--- config.mk ---
export PLATFORM = sky130hd
export DESIGN_NAME = chnl_host_emu
export DESIGN_NICKNAME = d
export VERILOG_FILES = /design/src/rtl/chnl_host_emu.sv
export SDC_FILE = /design/constraint.sdc
export NUM_CORES = 1
export LEC_CHECK = 0
export CORE_MARGIN = 2
export CORE_UTILIZATION = 40
export DETAILED_ROUTE_END_ITERATION = 12
export GPL_ROUTABILITY_DRIVEN = 0
export PLACE_DENSITY = 0.62
export SLEW_MARGIN = 20
export SYNTH_ARGS = -nofsm -noshare
export SYNTH_HDL_FRONTEND = slang
export SYNTH_SLANG_ARGS = --single-unit
--- constraint.sdc ---
create_clock -name CLK -period 10.8 [get_ports CLK]
set_input_delay 2.16 -clock CLK [delete_from_list [all_inputs] [get_ports CLK]]
set_output_delay 2.16 -clock CLK [all_outputs]
set_load 0.01 [all_outputs]
--- src/rtl/chnl_host_emu.sv ---
// ---------------------------------------------------------------------------
// chnl_host_emu
// Stand-in for the RIFFA core side of one user channel. For each START it
// sends one RX transaction of LEN words (word k = SEED+k), then accepts one
// TX transaction and checks it against the loopback-tester return pattern.
//
// Ports
//   CLK, RST               clock / synchronous active-high reset
//   START, LEN, SEED       run request; LEN and SEED latched on acceptance
//   BUSY, DONE             run in progress / one-cycle end-of-run pulse
//   ERR, ERR_COUNT         sticky error flag / saturating error count
//   CHNL_RX*               RX request, attributes and data towards the user
//   CHNL_TX*               TX request, attributes and data from the user
// ---------------------------------------------------------------------------
module chnl_host_emu #(
    parameter int C_PCI_DATA_WIDTH = 128,
    parameter int C_TIMEOUT        = 1024,
    parameter int C_CHECK_TX_DATA  = 1
) (
    input  logic                        CLK,
    input  logic                        RST,
    input  logic                        START,
    input  logic [31:0]                 LEN,
    input  logic [31:0]                 SEED,
    output logic                        BUSY,
    output logic                        DONE,
    output logic                        ERR,
    output logic [15:0]                 ERR_COUNT,
    output logic                        CHNL_RX,
    input  logic                        CHNL_RX_ACK,
    output logic                        CHNL_RX_LAST,
    output logic [31:0]                 CHNL_RX_LEN,
    output logic [30:0]                 CHNL_RX_OFF,
    output logic [C_PCI_DATA_WIDTH-1:0] CHNL_RX_DATA,
    output logic                        CHNL_RX_DATA_VALID,
    input  logic                        CHNL_RX_DATA_REN,
    input  logic                        CHNL_TX,
    output logic                        CHNL_TX_ACK,
    input  logic                        CHNL_TX_LAST,
    input  logic [31:0]                 CHNL_TX_LEN,
    input  logic [30:0]                 CHNL_TX_OFF,
    input  logic [C_PCI_DATA_WIDTH-1:0] CHNL_TX_DATA,
    input  logic                        CHNL_TX_DATA_VALID,
    output logic                        CHNL_TX_DATA_REN
);
    localparam int          W        = C_PCI_DATA_WIDTH / 32;
    localparam logic [32:0] W33      = 33'(W);
    localparam logic [31:0] TMO_LAST = 32'(C_TIMEOUT - 1);

    typedef enum logic [2:0] {
        S_IDLE, S_RX_REQ, S_RX_DATA, S_TX_WAIT, S_TX_DATA, S_FIN
    } state_t;

    state_t                      state_q, state_d;
    logic [31:0]                 len_q, len_d;
    logic [31:0]                 seed_q, seed_d;
    logic [32:0]                 rx_word_q, rx_word_d;   // index of word 0 of current RX beat
    logic [32:0]                 tx_word_q, tx_word_d;   // index of word 0 of current TX beat
    logic [C_PCI_DATA_WIDTH-1:0] last_rx_q, last_rx_d;   // final RX beat, echoed as TX beat 0
    logic                        err_q, err_d;
    logic [15:0]                 err_cnt_q, err_cnt_d;
    logic [31:0]                 tmo_q, tmo_d;

    logic [C_PCI_DATA_WIDTH-1:0] rx_data;
    logic [C_PCI_DATA_WIDTH-1:0] tx_exp;
    logic [W-1:0]                tx_word_bad;
    logic                        tx_beat_bad;
    logic                        tmo_hit;
    logic                        err_event;
    logic                        start_accept;
    logic                        handshake;
    logic [15:0]                 cnt_base;
    logic                        unused_ok;

    assign unused_ok = &{1'b0, CHNL_TX_LAST, CHNL_TX_OFF};

    // Per-word RX pattern and TX expectation. Words past LEN are still
    // generated on RX but never compared on TX.
    genvar gi;
    generate
        for (gi = 0; gi < W; gi++) begin : g_word
            assign rx_data[32*gi +: 32] = seed_q + rx_word_q[31:0] + 32'(gi);
            assign tx_exp[32*gi +: 32]  = (tx_word_q == 33'd0) ? last_rx_q[32*gi +: 32]
                                                               : tx_word_q[31:0] + 32'(gi) + 32'd1;
            assign tx_word_bad[gi] = ((tx_word_q + 33'(gi)) < {1'b0, len_q}) &&
                                     (CHNL_TX_DATA[32*gi +: 32] != tx_exp[32*gi +: 32]);
        end
    endgenerate

    assign tx_beat_bad = (C_CHECK_TX_DATA != 0) && (|tx_word_bad);
    assign tmo_hit     = (C_TIMEOUT != 0) && (tmo_q == TMO_LAST);

    // State and datapath registers
    always_ff @(posedge CLK) begin
        if (RST) begin
            state_q   <= S_IDLE;
            len_q     <= '0;
            seed_q    <= '0;
            rx_word_q <= '0;
            tx_word_q <= '0;
            last_rx_q <= '0;
            err_q     <= 1'b0;
            err_cnt_q <= '0;
            tmo_q     <= '0;
        end else begin
            state_q   <= state_d;
            len_q     <= len_d;
            seed_q    <= seed_d;
            rx_word_q <= rx_word_d;
            tx_word_q <= tx_word_d;
            last_rx_q <= last_rx_d;
            err_q     <= err_d;
            err_cnt_q <= err_cnt_d;
            tmo_q     <= tmo_d;
        end
    end

    // Next-state and datapath update
    always_comb begin
        state_d      = state_q;
        len_d        = len_q;
        seed_d       = seed_q;
        rx_word_d    = rx_word_q;
        tx_word_d    = tx_word_q;
        last_rx_d    = last_rx_q;
        tmo_d        = tmo_q;
        err_event    = 1'b0;
        start_accept = 1'b0;
        handshake    = 1'b0;

        case (state_q)
            S_IDLE: begin
                if (START) begin
                    start_accept = 1'b1;
                    len_d        = LEN;
                    seed_d       = SEED;
                    rx_word_d    = '0;
                    tx_word_d    = '0;
                    tmo_d        = '0;
                    if (LEN == 32'd0) begin
                        err_event = 1'b1;
                        state_d   = S_FIN;
                    end else begin
                        state_d = S_RX_REQ;
                    end
                end
            end
            S_RX_REQ: begin
                if (CHNL_RX_ACK) begin
                    handshake = 1'b1;
                    state_d   = S_RX_DATA;
                end
            end
            S_RX_DATA: begin
                if (CHNL_RX_DATA_REN) begin
                    handshake = 1'b1;
                    rx_word_d = rx_word_q + W33;
                    if ((rx_word_q + W33) >= {1'b0, len_q}) begin
                        last_rx_d = rx_data;
                        state_d   = S_TX_WAIT;
                    end
                end
            end
            S_TX_WAIT: begin
                if (CHNL_TX) begin
                    handshake = 1'b1;
                    if (CHNL_TX_LEN != len_q) err_event = 1'b1;
                    state_d = S_TX_DATA;
                end
            end
            S_TX_DATA: begin
                if (CHNL_TX_DATA_VALID) begin
                    handshake = 1'b1;
                    if (tx_beat_bad) err_event = 1'b1;
                    tx_word_d = tx_word_q + W33;
                    if ((tx_word_q + W33) >= {1'b0, len_q}) state_d = S_FIN;
                end
            end
            S_FIN:   state_d = S_IDLE;
            default: state_d = S_IDLE;
        endcase

        // Progress watchdog: any handshake restarts it; expiry aborts the run.
        if (state_q inside {S_RX_REQ, S_RX_DATA, S_TX_WAIT, S_TX_DATA}) begin
            if (handshake) begin
                tmo_d = '0;
            end else if (tmo_hit) begin
                err_event = 1'b1;
                state_d   = S_FIN;
            end else begin
                tmo_d = tmo_q + 32'd1;
            end
        end

        // Simultaneous error sources collapse into one event per cycle.
        cnt_base  = start_accept ? 16'd0 : err_cnt_q;
        err_cnt_d = cnt_base;
        err_d     = start_accept ? 1'b0 : err_q;
        if (err_event) begin
            err_d = 1'b1;
            if (cnt_base != 16'hFFFF) err_cnt_d = cnt_base + 16'd1;
        end
    end

    // Outputs decoded from the registered state
    always_comb begin
        BUSY               = (state_q != S_IDLE);
        DONE               = (state_q == S_FIN);
        ERR                = err_q;
        ERR_COUNT          = err_cnt_q;
        CHNL_RX            = (state_q == S_RX_REQ) || (state_q == S_RX_DATA);
        CHNL_RX_LAST       = 1'b1;
        CHNL_RX_LEN        = len_q;
        CHNL_RX_OFF        = '0;
        CHNL_RX_DATA_VALID = (state_q == S_RX_DATA);
        CHNL_RX_DATA       = (state_q == S_RX_DATA) ? rx_data : '0;
        CHNL_TX_ACK        = (state_q == S_TX_WAIT) && CHNL_TX;
        CHNL_TX_DATA_REN   = (state_q == S_TX_DATA);
    end

endmodule
==> flow_results.org <==
** Clock network
- CTS Root Buffer Type :: clkbuf_16
- Clock net sink count :: between 300 and 400
- Once the clock tree was built, the resizer swapped 0 gates to a different size.
- In this run the number of H-tree levels came out at 2.
- No sink is reached through more buffers than the 3 on the longest clock path.
- Post-CTS repair timing setup buffer count :: 0
- Insertion delay to the later sink of the worst-skew pair :: approximately 0.60 ns
- TritonCTS built the clock tree.
- Post-CTS clock slew at the launch and capture registers of the worst setup and hold paths :: ~0.060 ns
- Buffers inserted to repair hold after CTS numbered 0.
- The number of clock buffers added by TritonCTS is 39.

** Power
- Internal power comes to 2.19 mW.
- Switching fraction of total power :: 0.302
- Net Sw Power :: ~0.94 mW
- Proportion of power drawn by combinational gates :: 0.185
- Power share of the sequential group :: 0.372
- Leak Pwr :: around 12 nW
- Overall power consumption after layout is estimated at approximately 3.1 mW.
- Total power divided by cell area :: around 100 nW/um2
- Of the total power, the clock network draws 0.444.
- IR analysis of the VDD net gives a maximum drop of 0.0000937 V.

** Logic synthesis
- Average cell area after synthesis :: roughly 7.4 um2
- In this run the cell area of the synthesized design comes to roughly 25000 um2.
- Yosys top cell area share :: 0.246
- Most used flip-flop cell after synthesis :: dfxtp_1
- Post-synthesis cell count :: 3320
- Yosys printed 0 warnings.
- By area the synthesized netlist is led by dfxtp_1 25%, ha_1 9.0%, nor2_1 6.9%.
- Number of unique standard cell types used by synthesis :: 96
- Count of state elements after synthesis :: slightly above 300
- In this run, synthesis inferred 0 flip-flops with an integrated enable.
- Fraction of synthesis flops using an asynchronous set or reset pin :: 0
- Of the synthesized area, sequential elements account for 0.246.
- Most area-hungry cell type in the Yosys netlist :: dfxtp_1

** Timing
- For the pin with the worst max-slew slack, the measured transition is 1.23 ns.
- Maximum operating frequency :: roughly 0.12 GHz
- Final WS setup :: about 2.5 ns
- Setup repair after global routing missed its margin :: false
- Total count of hold-check failures in the final report :: 0
- Final critical delay including setup and external delays :: between 8 and 9 ns
- Setup violations remaining at the end of the flow were counted as 0.
- Total negative slack :: 0 ns
- Worst hold slack after final layout :: around 0.46 ns
- Headroom to the max-slew limit came out at 0.177.
- Part of the cycle the worst path needs :: 0.766
- Slew Limit Fails :: 0
- Clock skew on the completed layout was measured at 0.0425 ns.

** Finish
- In the layout the commonest cells are 454 x nor2_1, 412 x clkdlybuf4s50_1, 304 x dfxtp_1.
- Non-filler instance count after layout :: 4423
- Layout Nets :: 4043
- Non-Filler Cell Area, Final :: between 30000 and 40000 um2
- Most common cell after layout, fill and taps aside :: nor2_1
- Area growth from synthesis to layout :: 23.8%
- At the end of the flow the core is filled with cells to 0.498.
- Ratio of cells with drive above 1 in the final layout :: 0.0482

** Run
- Number of max-cap violations :: 0

** Worst setup path
- STA puts the critical path data arrival time at between 6 and 7 ns.
- R2R depth :: 23
- Type of element capturing the critical path :: output pin
- For the worst setup path, the data required time is between 8 and 9 ns.
- Of all nets on the critical path, the largest fanout is 10.
- Critical Path Source Type :: flop
- The critical path in this run is classified as reg2out.

** Place
- Once placement completed, the tool counted placed cells totaling 4352.
- Post-placement worst setup slack :: between 3 and 4 ns
- DP Wirelength :: between 80000 and 90000 um
- Post-place instance area :: roughly 29000 um2
- Number of port buffers :: 413

** Die
- Initial cell density of the core :: 0.403
- The initialized floorplan defines 91 standard-cell rows.
- Die Span Y :: 253 um
- Ports :: 478
- Die area :: ~64000 um2
- Area of the core :: 61400 um2
- The die is around 250 um wide.

** Global routing
- In the global route stage, overall resource usage came out at 0.331.
- Pin count of the biggest net entering global routing :: 165
- Gr ovfl total :: 0
- Global-route wire length before repair :: about 160000 um
- The number of global-route vias before repair was roughly 24000.
- The initial antenna violation count came to 1.

** Drt
- Wire length per cell :: between 20 and 25 um
- Violation count after the first detailed-routing iteration :: about 3400
- For this block, the routed nets add up to 110000 um of wire.
- The detailed router placed approximately 27000 vias in this run.
- In the routed design, unresolved DRC markers number 0.
- Count of antenna-violating nets left after detailed routing :: 0
- After detailed routing, the number of vias per cell comes to between 6 and 7.
- Detailed-router iteration count before antenna repair :: 7

** Min path
- Number of cells on the worst hold path :: 2
- Hold Path Class :: reg2reg

** Outcome
- The run finished with clean final reports.
## logic make-up after synthesis
logic type,share of synthesized area
fa+ha+maj,0.0896
simple gates,0.265
mux,0.0231
compound gates,0.195
xor+xnor,0.110
other cells,0.000304
buf+inv,0.0697
flops,0.246
## worst max-delay path: stages (launching register included)
cell and delay [ns]:
dfxtp_1 0.40, ha_1 0.49, nand4_1 0.19, nor3_1 0.44
nand2_1 0.10, o31ai_1 0.38, nor2_1 0.14, xnor2_2 0.65
nand4_1 0.42, nor4_4 0.75, and4b_1 0.64, nand4_1 0.16
nand2_1 0.19, clkdlybuf4s50_1 0.57
## sequential cells by signal, summed over array words and instances (netlist names)
name         count
tx_word_q       31
last_rx_q      126
state_q          3
CHNL_RX_LEN     32
rx_word_q       31
ERR              1
seed_q          32
ERR_COUNT       16
tmo_q           32
## Yosys cell counts, types with 14 or more instances
cell	instances
buf_2	30
and4_1	14
a211oi_1	91
nand3_1	100
nand2b_1	49
nor4_1	65
o2111ai_1	15
a21o_1	81
or4_1	16
dfxtp_1	304
xnor2_1	173
buf_4	36
ha_1	177
o21ai_0	89
xor2_1	128
or3_1	23
and3_1	49
and2_1	35
mux2i_1	41
nor2b_1	17
a22oi_1	25
a31oi_1	21
inv_1	147
o211ai_1	16
nor2_1	454
clkbuf_1	176
a21oi_1	232
nand4_1	95
a221oi_1	15
nor3_1	67
nand2_1	304
o22ai_1	40
## per-layer routing
metal,vias up,GRT usage,part of all wire
met2,1563,0.496,0.42
met3,348,0.0924,0.12
li1,12293,-,-
met1,12466,0.445,0.41
met4,2,0.140,0.048
met5,-,0,0.00012
## area by class of cell
cell class                 instances  area, um2
clock buffer                      51       1060
antenna                            2       5.00
clock inverter                    18        265
fill                            6062      30800
tap                              790        988
timing repair buffer             467       4560
inverter                         147        552
multi-input combinational       2644      17100
sequential                       304       6090
## path summary, 6_finish.rpt
kind | from | end | slack (ns)
worst max register to register | rx_word_q[4] | last_rx_q[127] | 3.66
worst min-delay path | seed_q[7] | seed_q[7] | 0.46
worst min register to register | seed_q[7] | seed_q[7] | 0.46
worst max-delay path | rx_word_q[15] | CHNL_RX_DATA[127] | 2.53
## power groups by stage
| stage | registers, mW | clock network [mW] | logic (mW) |
|---|---|---|---|
| after floorplan | 1.18 | 0 | 0.293 |
| after global placement | 1.19 | 0 | 0.559 |
| after detailed placement | 1.19 | 0 | 0.559 |
| after CTS | 1.16 | 1.40 | 0.563 |
| after global routing | 1.17 | 1.44 | 0.611 |
| final | 1.16 | 1.39 | 0.579 |
No activity file was read; power rests on OpenSTA's default activity.
